==> src/rtl/i2c_pkg.sv <==
// Shared definitions for the I2C request arbiter.
//   state_t            : arbiter FSM state encoding
//   MESSAGE_LENGTH_DEF : default byte width handed to the I2C master
//   TIMEOUT_DEF        : default watchdog limit in clk cycles
package i2c_pkg;
  localparam int MESSAGE_LENGTH_DEF = 8;
  localparam int TIMEOUT_DEF        = 1024;

  typedef enum logic [1:0] {
    IDLE      = 2'd0,
    LOAD      = 2'd1,
    WAIT_DONE = 2'd2,
    RELEASE   = 2'd3
  } state_t;
endpackage

==> src/rtl/i2c_arbiter_if.sv <==
// Bundle between the requesters / I2C master core and the arbiter.
//   req      : one request bit per requester
//   req_data : packed requester bytes, requester i at [i*MESSAGE_LENGTH +: MESSAGE_LENGTH]
//   ack      : one-hot completion pulse to the served requester
//   m_data   : byte presented to the I2C master
//   m_start  : one-cycle start pulse to the I2C master
//   m_done   : one-cycle end-of-transfer pulse from the I2C master
//   err      : watchdog abort pulse, coincident with ack
// Modports: master = arbiter side, slave = environment side.
interface i2c_arbiter_if #(
  parameter int NUM_REQ        = 4,
  parameter int MESSAGE_LENGTH = i2c_pkg::MESSAGE_LENGTH_DEF
);
  logic [NUM_REQ-1:0]                req;
  logic [NUM_REQ*MESSAGE_LENGTH-1:0] req_data;
  logic [NUM_REQ-1:0]                ack;
  logic [MESSAGE_LENGTH-1:0]         m_data;
  logic                              m_start;
  logic                              m_done;
  logic                              err;

  modport master (input req, req_data, m_done, output ack, m_data, m_start, err);
  modport slave  (output req, req_data, m_done, input ack, m_data, m_start, err);
endinterface

==> src/rtl/rr_picker.sv <==
// Combinational round-robin selector.
//   req   : request vector
//   ptr   : index with highest priority this round
//   valid : at least one request present
//   index : first requesting index at or after ptr, wrapping to 0
module rr_picker #(
  parameter int NUM_REQ = 4,
  localparam int IDX_W  = $clog2(NUM_REQ)
) (
  input  logic [NUM_REQ-1:0] req,
  input  logic [IDX_W-1:0]   ptr,
  output logic               valid,
  output logic [IDX_W-1:0]   index
);
  assign valid = |req;

  // Walk from the farthest candidate back to ptr so the nearest hit wins.
  always_comb begin : pick
    int j;
    logic [IDX_W-1:0] cand;
    j     = 0;
    cand  = '0;
    index = '0;
    for (int k = NUM_REQ - 1; k >= 0; k--) begin
      j = int'(ptr) + k;
      if (j >= NUM_REQ) j = j - NUM_REQ;
      cand = IDX_W'(j);
      if (req[cand]) index = cand;
    end
  end
endmodule

==> src/rtl/i2c_arbiter.sv <==
// Round-robin arbiter granting one requester at a time access to an I2C master.
//   clk   : single clock, rising edge
//   reset : synchronous, active-high
//   bus   : i2c_arbiter_if.master (req/req_data/ack toward requesters,
//           m_data/m_start/m_done toward the I2C master, err)
// Optional feature: define I2C_ARB_TIMEOUT_EN to enable the WAIT_DONE watchdog;
// otherwise err is tied low and WAIT_DONE waits for m_done indefinitely.
module i2c_arbiter
  import i2c_pkg::*;
#(
  parameter int MESSAGE_LENGTH = MESSAGE_LENGTH_DEF,
  parameter int NUM_REQ        = 4,
  parameter int TIMEOUT        = TIMEOUT_DEF
) (
  input  logic clk,
  input  logic reset,
  i2c_arbiter_if.master bus
);
  localparam int IDX_W = $clog2(NUM_REQ);

  state_t                                state;
  logic [NUM_REQ-1:0]                    req_q;
  logic [IDX_W-1:0]                      ptr, owner, pick_idx;
  logic                                  pick_vld;
  logic [NUM_REQ-1:0]                    ack;
  logic [MESSAGE_LENGTH-1:0]             m_data;
  logic                                  m_start;
  logic [NUM_REQ-1:0][MESSAGE_LENGTH-1:0] data_arr;

  assign data_arr    = bus.req_data;
  assign bus.ack     = ack;
  assign bus.m_data  = m_data;
  assign bus.m_start = m_start;

  // Decisions are made on a registered copy of req, so every IDLE
  // decision sees a fresh sample and req->m_start is two cycles.
  rr_picker #(.NUM_REQ(NUM_REQ)) u_pick (
    .req   (req_q),
    .ptr   (ptr),
    .valid (pick_vld),
    .index (pick_idx)
  );

`ifdef I2C_ARB_TIMEOUT_EN
  localparam int WD_W = $clog2(TIMEOUT);
  logic [WD_W-1:0] wd;
  logic            err;
  assign bus.err = err;
`else
  logic unused_cfg;
  assign unused_cfg = (TIMEOUT > 0);
  assign bus.err    = 1'b0;
`endif

  always_ff @(posedge clk) begin
    if (reset) begin
      state   <= IDLE;
      req_q   <= '0;
      ptr     <= '0;
      owner   <= '0;
      ack     <= '0;
      m_start <= 1'b0;
      m_data  <= '0;
`ifdef I2C_ARB_TIMEOUT_EN
      wd      <= '0;
      err     <= 1'b0;
`endif
    end else begin
      req_q   <= bus.req;
      ack     <= '0;
      m_start <= 1'b0;
`ifdef I2C_ARB_TIMEOUT_EN
      err     <= 1'b0;
`endif
      case (state)
        IDLE: begin
          if (pick_vld) begin
            // m_data is only reloaded here, so it stays stable for the
            // whole transfer regardless of later req_data activity.
            owner   <= pick_idx;
            m_data  <= data_arr[pick_idx];
            m_start <= 1'b1;
            state   <= LOAD;
          end
        end
        LOAD: begin
          state <= WAIT_DONE;
`ifdef I2C_ARB_TIMEOUT_EN
          wd    <= '0;
`endif
        end
        WAIT_DONE: begin
          if (bus.m_done) begin
            ack   <= NUM_REQ'(1) << owner;
            ptr   <= (owner == IDX_W'(NUM_REQ - 1)) ? '0 : owner + 1'b1;
            state <= RELEASE;
          end
`ifdef I2C_ARB_TIMEOUT_EN
          else if (wd == WD_W'(TIMEOUT - 1)) begin
            ack   <= NUM_REQ'(1) << owner;
            err   <= 1'b1;
            ptr   <= (owner == IDX_W'(NUM_REQ - 1)) ? '0 : owner + 1'b1;
            state <= RELEASE;
          end else begin
            wd <= wd + 1'b1;
          end
`endif
        end
        RELEASE: state <= IDLE;
        default: state <= IDLE;
      endcase
    end
  end
endmodule

==> src/flat_wrapper.sv <==
// flat-port wrapper written by rule: the top's interface ports become plain ports
module i2c_arbiter_flat import i2c_pkg::*;
#(
  parameter int MESSAGE_LENGTH = MESSAGE_LENGTH_DEF,
  parameter int NUM_REQ        = 4,
  parameter int TIMEOUT        = TIMEOUT_DEF
)
  (clk, reset, bus_req, bus_req_data, bus_m_done, bus_ack, bus_m_data, bus_m_start, bus_err);
  i2c_arbiter_if #(.NUM_REQ(NUM_REQ), .MESSAGE_LENGTH(MESSAGE_LENGTH)) bus_i ();
  input  logic clk;
  input  logic reset;
  input wire logic [$bits(bus_i.req)-1:0] bus_req;
  input wire logic [$bits(bus_i.req_data)-1:0] bus_req_data;
  input wire logic [$bits(bus_i.m_done)-1:0] bus_m_done;
  output wire logic [$bits(bus_i.ack)-1:0] bus_ack;
  output wire logic [$bits(bus_i.m_data)-1:0] bus_m_data;
  output wire logic [$bits(bus_i.m_start)-1:0] bus_m_start;
  output wire logic [$bits(bus_i.err)-1:0] bus_err;
  assign bus_i.req = bus_req;
  assign bus_i.req_data = bus_req_data;
  assign bus_i.m_done = bus_m_done;
  assign bus_ack = bus_i.ack;
  assign bus_m_data = bus_i.m_data;
  assign bus_m_start = bus_i.m_start;
  assign bus_err = bus_i.err;
  i2c_arbiter #(.MESSAGE_LENGTH(MESSAGE_LENGTH), .NUM_REQ(NUM_REQ), .TIMEOUT(TIMEOUT)) u_core (.clk(clk), .reset(reset), .bus(bus_i));
endmodule
==> config.mk <==
export PLATFORM = sky130hd
export DESIGN_NAME = i2c_arbiter_flat
export DESIGN_NICKNAME = d
export VERILOG_FILES = /design/src/rtl/i2c_pkg.sv /design/src/rtl/i2c_arbiter_if.sv /design/src/rtl/rr_picker.sv /design/src/rtl/i2c_arbiter.sv /design/src/flat_wrapper.sv
export SDC_FILE = /design/constraint.sdc
export NUM_CORES = 1
export LEC_CHECK = 0
export CORE_UTILIZATION = 39
export CTS_CLUSTER_DIAMETER = 50
export DETAILED_ROUTE_END_ITERATION = 16
export PLACE_DENSITY = 0.72
export SYNTH_ARGS = -nofsm -noshare
export SYNTH_HDL_FRONTEND = slang
export SYNTH_SLANG_ARGS = --single-unit
export TNS_END_PERCENT = 50
==> constraint.sdc <==
create_clock -name clk -period 1.5 [get_ports clk]
set_clock_uncertainty 0.05 [all_clocks]
set_input_delay 0.375 -clock clk [delete_from_list [all_inputs] [get_ports clk]]
set_output_delay 0.375 -clock clk [all_outputs]
set_load 0.1 [all_outputs]
==> impl_metrics.yaml, run 1 <==
critical_path:
  reg2reg_to: "u_core.bus.m_data[6]$_SDFFE_PP0P_"
  r2r_start: "u_core.req_q[2]$_SDFF_PP0_"
  cp_max_fo: 12
  r2r_slack_ns: -0.1
  cp.required_ns: 1.68
  startpoint: "u_core.req_q[2]$_SDFF_PP0_"
  r2r_cells: 7
  cp.arrival_ns: 1.78
  start_kind: "flip-flop"
  endpoint_kind: "flip-flop"
  worst-setup-path-type: "reg2reg"
worst_hold_path:
  min_from: "u_core.owner[1]$_SDFFE_PP0P_"
  holdPathStages: 2
  whs_endpoint: "u_core.bus.ack[2]$_SDFF_PP0_"
  min_path_type: "reg2reg"
routing:
  drc_errors: 0
  final_antenna_net_count: 0
  vias: 1469
  routed_via_density: 5.441
  drt-initial-drc-count: 83
  drt_wl_total_mm: 4.263
  wl_per_cell_um: 15.79
  dr.pass1.iters: 4
timing:
  rsz0062_at_grt: "yes"
  finalCritPeriodShare_pct: 106.6
  min_period_ns: 1.599
  setup_viol: 8
  fmax_mhz: 625.2
  hold_viol: 0
  setup_ws_ns: -0.09948
  finalMaxSlewViolations: 0
synthesis:
  seq_area_frac_synth_pct: 34.26
  syn_area_um2: 1344
  synthTopCellsByCount: "dfxtp_1, a21oi_1, nor2_1"
  synth.most_common_cell: "dfxtp_1"
  async_flop_share_pct: 0
  yosys_warnings: 0
  synth-edff-count: 0
  syn_nets: 202
  synth-seq-cells: 23
  post-synth-top-area-cell: "dfxtp_1"
  synth_top_flop_cell: "dfxtp_1"
  yosysUniqueCellTypes: 34
  syn_area_per_cell_um2: 8.399
  synth.top_cell.area_share_pct: 34.26
  yosys-top-cells-area: "dfxtp_1, a21oi_1, a211o_1"
  synthCells: 160
die:
  rows: 20
  ios: 53
  start_util_pct: 42.62
  die_h_um: 60.70
  fp.dieArea_um2: 3684
  die_width_um: 60.70
  core_area_um2: 3153
pwr:
  switchingPower_mw: 1.245
  p_comb_share_pct: 60.5
  seqPwrFrac_pct: 29.1
  switching_share_pct: 43.71
  vdd_ir_drop_max_v: 0.0007654
  internal_power_mw: 1.603
  p_per_area_nw_per_um2: 1197
  clkPwrFrac_pct: 10.4
  p_leak_nw: 0.9641
status:
  status: "finished, violations left"
  violations: "setup timing"
clock_tree:
  cts_tree: "done"
  numCtsBuffers: 3
  cts_root_buf: "clkbuf_4"
  ctsLongestPathBuffers: 2
  cts.sinks: 23
  cts_max_level: 1
  clock_latency_ns: 0.32
  cts_hold_buf: 0
  clk_pin_slew_worst_paths_ns: 0.13
job:
  drv_cap: 0
layout:
  regArea_um2: 474.2
  n_antenna_cell: 0
  areaGrowthSynthToFinish_pct: 77.00
  finalNonFillerCells: 270
  layout.nets: 269
  fin_area_um2: 2379
  drive_gt1_share_pct: 29.65
  n_fill_cell: 241
  multiInputGateArea_um2: 935.9
placed_design:
  io_buffers: 51
  gp_congestion: 0.7247
  place_worst_setup_slack_ns: -0.2966
  dp_hpwl_mm: 2.866
  placed_cells: 263
  dpl_cell_area_um2: 2145
global_route:
  first_global_vias: 1481
  grt_pass1_wl_mm: 6.417
  grt_max_degree: 24
  track_usage_pct: 23.84
  antenna_found_initial: 0
  overflow: 0
[per-layer routing]
metal  global-route usage [%]  up-vias  part of all wire [%]
met5                        0        -                     0
met4                    13.64        0                   3.0
met3                    2.345       11                   5.0
met2                    44.27       53                    52
met1                    26.32      689                    40
li1                         -      716                     -
[worst max path at each step]
stage | endpoint | slack, ns | depth (start not counted)
2_1_floorplan | u_core.bus.m_data[4]$_SDFFE_PP0P_ | -0.005 | 3
3_3_place_gp | u_core.bus.m_data[2]$_SDFFE_PP0P_ | -0.22 | 5
3_5_place_dp | u_core.bus.m_data[2]$_SDFFE_PP0P_ | -0.30 | 5
4_1_cts | u_core.bus.m_data[2]$_SDFFE_PP0P_ | -0.08 | 7
5_1_grt | u_core.bus.m_data[3]$_SDFFE_PP0P_ | -0.17 | 7
6_report | u_core.bus.m_data[6]$_SDFFE_PP0P_ | -0.1 | 7
[area by class of cell]
type                            count  area share, %
Multi-Input combinational cell    123          39.35
Timing Repair Buffer               73          36.82
Sequential cell                    23          19.94
Tap cell                           44          2.315
Clock buffer                        4          1.105
Inverter                            3         0.4734
[per-stage QoR]
step | utilization, % | hold WS, ns | power [mW] | setup TNS, ns
after floorplan | - | 0.3980 | 1.769 | -0.01993
after global placement | 68.02 | 0.4282 | 2.328 | -2.169
after detailed placement | 68.02 | 0.4409 | 2.386 | -2.724
after CTS | 72.98 | 0.4585 | 2.797 | -0.4494
after global routing | 75.44 | 0.4798 | 2.995 | -1.269
final | 75.44 | 0.4609 | 2.848 | -0.6385
[registers in the layout, summed over array words and instances, names as in the netlist]
register,count
u_core.req_q,4
u_core.ptr,2
u_core.state,2
u_core.bus.ack,4
u_core.bus.m_data,8
u_core.owner,2
u_core.bus.m_start,1
[power groups by stage]
stage                     Clock, mW  Combinational, mW  Sequential [mW]
after floorplan                   0              0.567             1.20
after CTS                     0.295               1.68            0.827
after detailed placement          0               1.55            0.837
after global routing          0.332               1.82            0.842
after global placement            0               1.50            0.832
final                         0.296               1.72            0.830
[cells in the final DEF (no fill, tap or decap), types with 2 or more instances in the layout]
| cell type | netlist | layout |
|---|---|---|
| clkdlybuf4s50_1 | 0 | 38 |
| buf_4 | 1 | 16 |
| dfxtp_1 | 23 | 16 |
| buf_12 | 0 | 15 |
| a21oi_1 | 15 | 12 |
| nor2_1 | 12 | 11 |
| o21ai_0 | 8 | 8 |
| and3_1 | 8 | 8 |
| nand3_1 | 8 | 8 |
| nand2_1 | 7 | 7 |
| and3b_1 | 7 | 7 |
| a21boi_0 | 7 | 7 |
| and2_1 | 7 | 7 |
| a211o_1 | 7 | 7 |
| nor2b_1 | 6 | 6 |
| o32ai_2 | 0 | 5 |
| dfxtp_2 | 0 | 5 |
| nand2b_4 | 0 | 4 |
| inv_1 | 3 | 3 |
| a21oi_2 | 0 | 3 |
| clkbuf_4 | 0 | 3 |
| nor3_1 | 2 | 2 |
| mux2i_1 | 2 | 2 |
| o32ai_1 | 7 | 2 |
| ha_1 | 3 | 2 |
| buf_6 | 2 | 2 |
| dfxtp_4 | 0 | 2 |
[cells by family (layout without fill, tap and decap cells)]
group	Yosys count	in the layout	synth area share (%)
flops	23	23	34.26
compound gates	46	46	23.37
simple gates	71	71	32.03
mux	2	2	1.490
fa+ha+maj	3	3	2.794
buf+inv	14	80	5.772
other cells	1	1	0.2791
[critical path, cell delays in order (launching register included)]
cell      delay, ns
dfxtp_2        0.37
buf_4          0.15
nand2b_4       0.07
nand4b_4       0.15
buf_12         0.18
and3_1         0.17
o32ai_2        0.28
a21oi_2        0.08
[what timing repair did]
action | 4_1_cts | 5_1_grt
gates resized for setup | 22 | 8
gates cloned | 1 | 1
buffers inserted | 0 | 1
pin swaps | 1 | 6
hold endpoints to repair | 0 | 0
endpoints found under the setup margin | 8 | 11
No activity file was read; power rests on OpenSTA's default activity.
==> run 2, diff against run 1 <==
==> constraint.sdc (replaced) <==
create_clock -name clk -period 1.3 [get_ports clk]
set_clock_uncertainty 0.05 [all_clocks]
set_input_delay 0.325 -clock clk [delete_from_list [all_inputs] [get_ports clk]]
set_output_delay 0.325 -clock clk [all_outputs]
set_load 0.01 [all_outputs]
==> run 2 against run 1 <==
  * Final cell count rose by 3.7%
  * First-iteration DRC count grew 58%
  * The flow still finishes with violations (setup timing)
  * Count of clock-buffer cells in the layout stayed put
==> impl_metrics.yaml, run 2 (synthesized netlist as in run 1, its figures left out) <==
layout:
  layout_commonest_cell: "clkdlybuf4s50_1"
  layout.nets: 279
  top_regs: "u_core.bus.m_data x8, u_core.bus.ack x4, u_core.req_q x4"
  mostFrequentLayoutCells: "clkdlybuf4s50_1, buf_4, dfxtp_2"
  n_fill_cell: 217
  drive_gt1_share_pct: 43.64
  largest_reg_flops: 8
  top_register: "u_core.bus.m_data"
  finalNonFillerCells: 280
  n_antenna_cell: 0
  areaGrowthSynthToFinish_pct: 85.75
pwr:
  p_per_area_nw_per_um2: 1233
  vdd_ir_drop_max_v: 0.0008968
  p_leak_nw: 0.9778
global_route:
  grt.busiest_layer: "met2"
  overflow: 0
  first_global_vias: 1599
  antenna_found_initial: 0
  grt_pass1_wl_mm: 7.238
  track_usage_pct: 26.40
  grt_max_degree: 15
  met1_usage_pct: 32.94
  met2_usage_pct: 46.62
  gr-usage-met3_pct: 3.625
die:
  rows: 20
  die_h_um: 60.70
  fp.dieArea_um2: 3684
  core_area_um2: 3153
  die_width_um: 60.70
  ios: 53
  start_util_pct: 42.62
worst_hold_path:
  whs_endpoint: "u_core.state[0]$_SDFFE_PP0P_"
  min_from: "u_core.state[0]$_SDFFE_PP0P_"
  holdPathStages: 2
  min_path_type: "reg2reg"
timing:
  finalMaxSlewViolations: 0
  finalCritPeriodShare_pct: 125.2
  fmax_mhz: 614.6
  min_period_ns: 1.627
  rsz0062_at_grt: "yes"
  setup_ws_ns: -0.3271
  hold_viol: 0
  setup_viol: 11
clock_tree:
  numCtsBuffers: 3
  cts_hold_buf: 0
  ctsLongestPathBuffers: 2
  cts_tree: "done"
  cts_root_buf: "clkbuf_4"
  clk_pin_slew_worst_paths_ns: 0.13
  cts_max_level: 1
  clock_latency_ns: 0.31
  cts.sinks: 23
placed_design:
  placed_cells: 260
  place_worst_setup_slack_ns: -0.4834
  dp_hpwl_mm: 2.676
  gp_congestion: 0.7910
  io_buffers: 51
routing:
  routed_via_density: 5.629
  drt_wl_total_mm: 4.955
  drt-initial-drc-count: 131
  vias: 1576
  final_antenna_net_count: 0
  wl_per_cell_um: 17.70
  drc_errors: 0
  dr.pass1.iters: 4
critical_path:
  cpPeakStageDelay_ns: 0.40
  endpoint_kind: "flip-flop"
  path_cells: "or2_4 > and4b_2 > o21ai_1 > a211o_1 > a21oi_2"
  r2r_start: "u_core.req_q[1]$_SDFF_PP0_"
  reg2reg_to: "u_core.bus.m_data[2]$_SDFFE_PP0P_"
  r2r_slack_ns: -0.33
  start_kind: "flip-flop"
  cp.required_ns: 1.49
  cp.arrival_ns: 1.82
  slowest_stage: "dfxtp_4"
  worst-setup-path-type: "reg2reg"
  r2r_cells: 5
  cp_max_fo: 8
job:
  drv_cap: 0
status:
  violations: "setup timing"
  status: "finished, violations left"
## run 2: changes by cell type in the layout (fill, tap and decap cells not counted), sizes merged
cell / change
nand4b: +2
nand4: +2
buf: -6
clkdlybuf4s15: +6
clkbuf: +6
## run 2: layout make-up
class                      instances  area, um2  share of cell area [%]
multi-input combinational        127       1154                   46.22
clock buffer                       4      26.28                   1.053
tap                               44      55.05                   2.206
inverter                           3      11.26                  0.4511
timing repair buffer              79      757.0                   30.33
sequential                        23      493.0                   19.75
## run 2: metal layers
| layer | routed length, um | vias to the layer above |
|---|---|---|
| li1 | - | 757 |
| met1 | 2069 | 742 |
| met2 | 2536 | 71 |
| met3 | 307 | 6 |
| met4 | 42 | 0 |
| met5 | 0 | - |
## run 2: timing repair
item / in CTS / in global routing
endpoints found under the hold margin: 0 / 0
gates cloned: 4 / 1
setup endpoints to repair: 26 / 28
resized for setup: 70 / 47
pin swaps: 18 / 13
buffers inserted: 7 / 6
## run 2: worst max-delay path by stage
stage / from / to / slack, ns / depth (start not counted)
floorplan: u_core.state[1]$_SDFFE_PP0P_ / u_core.bus.m_data[6]$_SDFFE_PP0P_ / -0.15 / 8
global placement: reset / u_core.bus.m_data[4]$_SDFFE_PP0P_ / -0.40 / 5
detailed placement: reset / u_core.bus.m_data[2]$_SDFFE_PP0P_ / -0.48 / 5
CTS: u_core.req_q[1]$_SDFF_PP0_ / u_core.bus.m_data[0]$_SDFFE_PP0P_ / -0.28 / 5
global route: u_core.req_q[1]$_SDFF_PP0_ / u_core.bus.m_data[2]$_SDFFE_PP0P_ / -0.39 / 5
finish: u_core.req_q[1]$_SDFF_PP0_ / u_core.bus.m_data[2]$_SDFFE_PP0P_ / -0.33 / 5
## run 2: power by group
group / leakage (nW) / switching (mW) / total, mW / internal, mW
clock: 0.0150 / 0.216 / 0.335 / 0.120
sequential: 0.196 / 0.110 / 0.951 / 0.841
combinational: 0.767 / 0.815 / 1.79 / 0.976
total: 0.978 / 1.14 / 3.08 / 1.94
## run 2: worst max-delay path, delay by kind of cell, from the launching register on
family / cells / cell delay, ns
AOI/OAI and AO/OA: 3 / 0.50
DFF: 1 / 0.40
and+or+nand+nor: 2 / 0.61
## run 2: stage by stage
stage               cell area, um2  power (mW)  TNS [ns]  util (%)  hold WS (ns)
global route                  2496       3.266    -3.532     79.17        0.4874
finish                        2496       3.078    -2.818     79.17        0.4811
detailed placement            2028       2.103    -5.660     64.33        0.4713
floorplan                     1426       1.652    -1.130         -        0.3980
global placement              2028       2.055    -4.992     64.33        0.4371
CTS                           2346       2.742    -2.537     74.40        0.4850
==> run 3, diff against run 2 <==
PLACE_DENSITY = 0.76   (was 0.72)
==> run 3 against run 2 <==
  * The run still ends with setup timing left
  * Fmax is 0.98% lower
  * Core utilization is 1.7 points higher
  * Critical path type unchanged
  * Sequential power hardly changed
  * Wire length is 3.5% higher
  * Via count is 2.9% higher
  * Hold slack worse by 0.0083 ns
  * Non-clock buffer count is 5 higher
  * Combinational power is 6% higher
  * Final cell count is 1.1% higher
  * Clock power is 4% higher
  * Global-route usage is 0.068 points lower
==> impl_metrics.yaml, run 3 (synthesized netlist as in run 1, its figures left out) <==
status:
  status: "finished, violations left"
  violations: "setup timing"
routing:
  final_antenna_net_count: 0
  wl_per_cell_um: 18.12
  routed_via_density: 5.731
  drc_errors: 0
  drt-initial-drc-count: 88
  dr.pass1.iters: 4
  drt_wl_total_mm: 5.127
  vias: 1622
layout:
  regArea_um2: 488.0
  mostFrequentLayoutCells: "clkdlybuf4s50_1, buf_4, buf_6"
  final_core_util_pct: 80.83
  layout.nets: 282
  top_register: "u_core.bus.m_data"
  areaGrowthSynthToFinish_pct: 89.66
  largest_reg_flops: 8
  multiInputGateArea_um2: 1175
  fin_area_um2: 2549
  layout_commonest_cell: "clkdlybuf4s50_1"
  n_antenna_cell: 0
  top_regs: "u_core.bus.m_data x8, u_core.bus.ack x4, u_core.req_q x4"
  n_fill_cell: 184
  drive_gt1_share_pct: 50.21
global_route:
  first_global_vias: 1520
  grt_max_degree: 15
  antenna_found_initial: 0
  grt_pass1_wl_mm: 7.079
  track_usage_pct: 26.33
  overflow: 0
clock_tree:
  cts.sinks: 23
  cts_max_level: 1
  cts_hold_buf: 0
  numCtsBuffers: 3
  clk_pin_slew_worst_paths_ns: 0.13
  cts_root_buf: "clkbuf_4"
  clock_latency_ns: 0.32
  cts_tree: "done"
  ctsLongestPathBuffers: 2
job:
  drv_cap: 0
die:
  start_util_pct: 42.62
  fp.dieArea_um2: 3684
  die_width_um: 60.70
  rows: 20
  ios: 53
  die_h_um: 60.70
  core_area_um2: 3153
pwr:
  p_leak_nw: 1.007
  seqPwrFrac_pct: 29.9
  vdd_ir_drop_max_v: 0.001027
  p_per_area_nw_per_um2: 1251
  clkPwrFrac_pct: 10.9
  switchingPower_mw: 1.193
  p_comb_share_pct: 59.3
  internal_power_mw: 1.997
  switching_share_pct: 37.39
critical_path:
  cp.required_ns: 1.50
  worst-setup-path-type: "reg2reg"
  startpoint: "u_core.req_q[3]$_SDFF_PP0_"
  r2r_start: "u_core.req_q[3]$_SDFF_PP0_"
  start_kind: "flip-flop"
  cp_max_fo: 7
  endpoint_kind: "flip-flop"
  cp.arrival_ns: 1.85
placed_design:
  dp_hpwl_mm: 2.896
  io_buffers: 51
  dpl_cell_area_um2: 2078
  place_worst_setup_slack_ns: -0.4033
  gp_congestion: 0.7786
timing:
  rsz0062_at_grt: "yes"
  setup_ws_ns: -0.3433
  hold_viol: 0
  finalCritPeriodShare_pct: 126.4
  finalMaxSlewViolations: 0
  fmax_mhz: 608.5
  min_period_ns: 1.643
  setup_viol: 15
worst_hold_path:
  min_from: "u_core.bus.m_data[7]$_SDFFE_PP0P_"
  min_path_type: "reg2reg"
## run 3: cell count changes in the layout (fill, tap and decap cells not counted), moves of 3 or more
cell	delta
and3_4	+4
and3_1	-4
o21ai_2	+3
o21ai_1	-3
buf_6	+3
nand3_1	-4
nand3_2	+4
a21boi_0	-3
## run 3: through the flow
step,setup TNS [ns],power [mW],cells,hold slack [ns]
after floorplan,-1.130,1.652,160,0.3980
after CTS,-2.445,2.665,276,0.4791
after detailed placement,-5.856,2.162,265,0.4454
after global routing,-4.103,3.346,283,0.4813
final,-3.351,3.189,283,0.4728
after global placement,-4.822,2.096,265,0.4135
## run 3: routing by layer
| layer | part of all wire, % | track usage, % | wire length (um) | vias up |
|---|---|---|---|---|
| met1 | 39 | 32.98 | 2021 | 783 |
| met3 | 7.0 | 4.478 | 358 | 17 |
| li1 | - | - | - | 749 |
| met5 | 0 | 0 | 0 | - |
| met4 | 2.6 | 12.01 | 131 | 0 |
| met2 | 51 | 44.27 | 2616 | 73 |
## run 3: power by group through the flow
stage               sequential (mW)  combinational [mW]  clock [mW]
CTS                           0.933                1.40       0.334
detailed placement            0.940                1.22           0
global placement              0.929                1.17           0
floorplan                     0.954               0.699           0
global route                  0.965                2.00       0.380
finish                        0.953                1.89       0.347
## run 3: path summary, 6_finish.rpt
check,to,slack [ns],cells past startpoint
worst max register to register,u_core.bus.m_data[3]$_SDFFE_PP0P_,-0.34,6
worst max-delay path,u_core.bus.m_data[3]$_SDFFE_PP0P_,-0.34,6
worst min register to register,u_core.bus.m_data[7]$_SDFFE_PP0P_,0.47,2
worst min-delay path,u_core.bus.m_data[7]$_SDFFE_PP0P_,0.47,2
## run 3: final cells by class
class	instances	area share, %
Timing Repair Buffer	84	31.12
Tap cell	44	2.160
Sequential cell	23	19.15
Clock buffer	4	1.031
Multi-Input combinational cell	125	46.10
Inverter	3	0.4418
## run 3: worst max-delay path, cell delays in order, from the launching register on
cell	delay, ns
dfxtp_4	0.39
or2_4	0.31
nand4b_4	0.18
buf_6	0.16
nand3_2	0.06
a211o_1	0.29
a21oi_1	0.13
## run 3: timing repair
action	CTS	global route
setup buffers	5	8
pin swaps	22	17
setup endpoints to repair	28	29
gates cloned	2	0
resized for setup	59	78
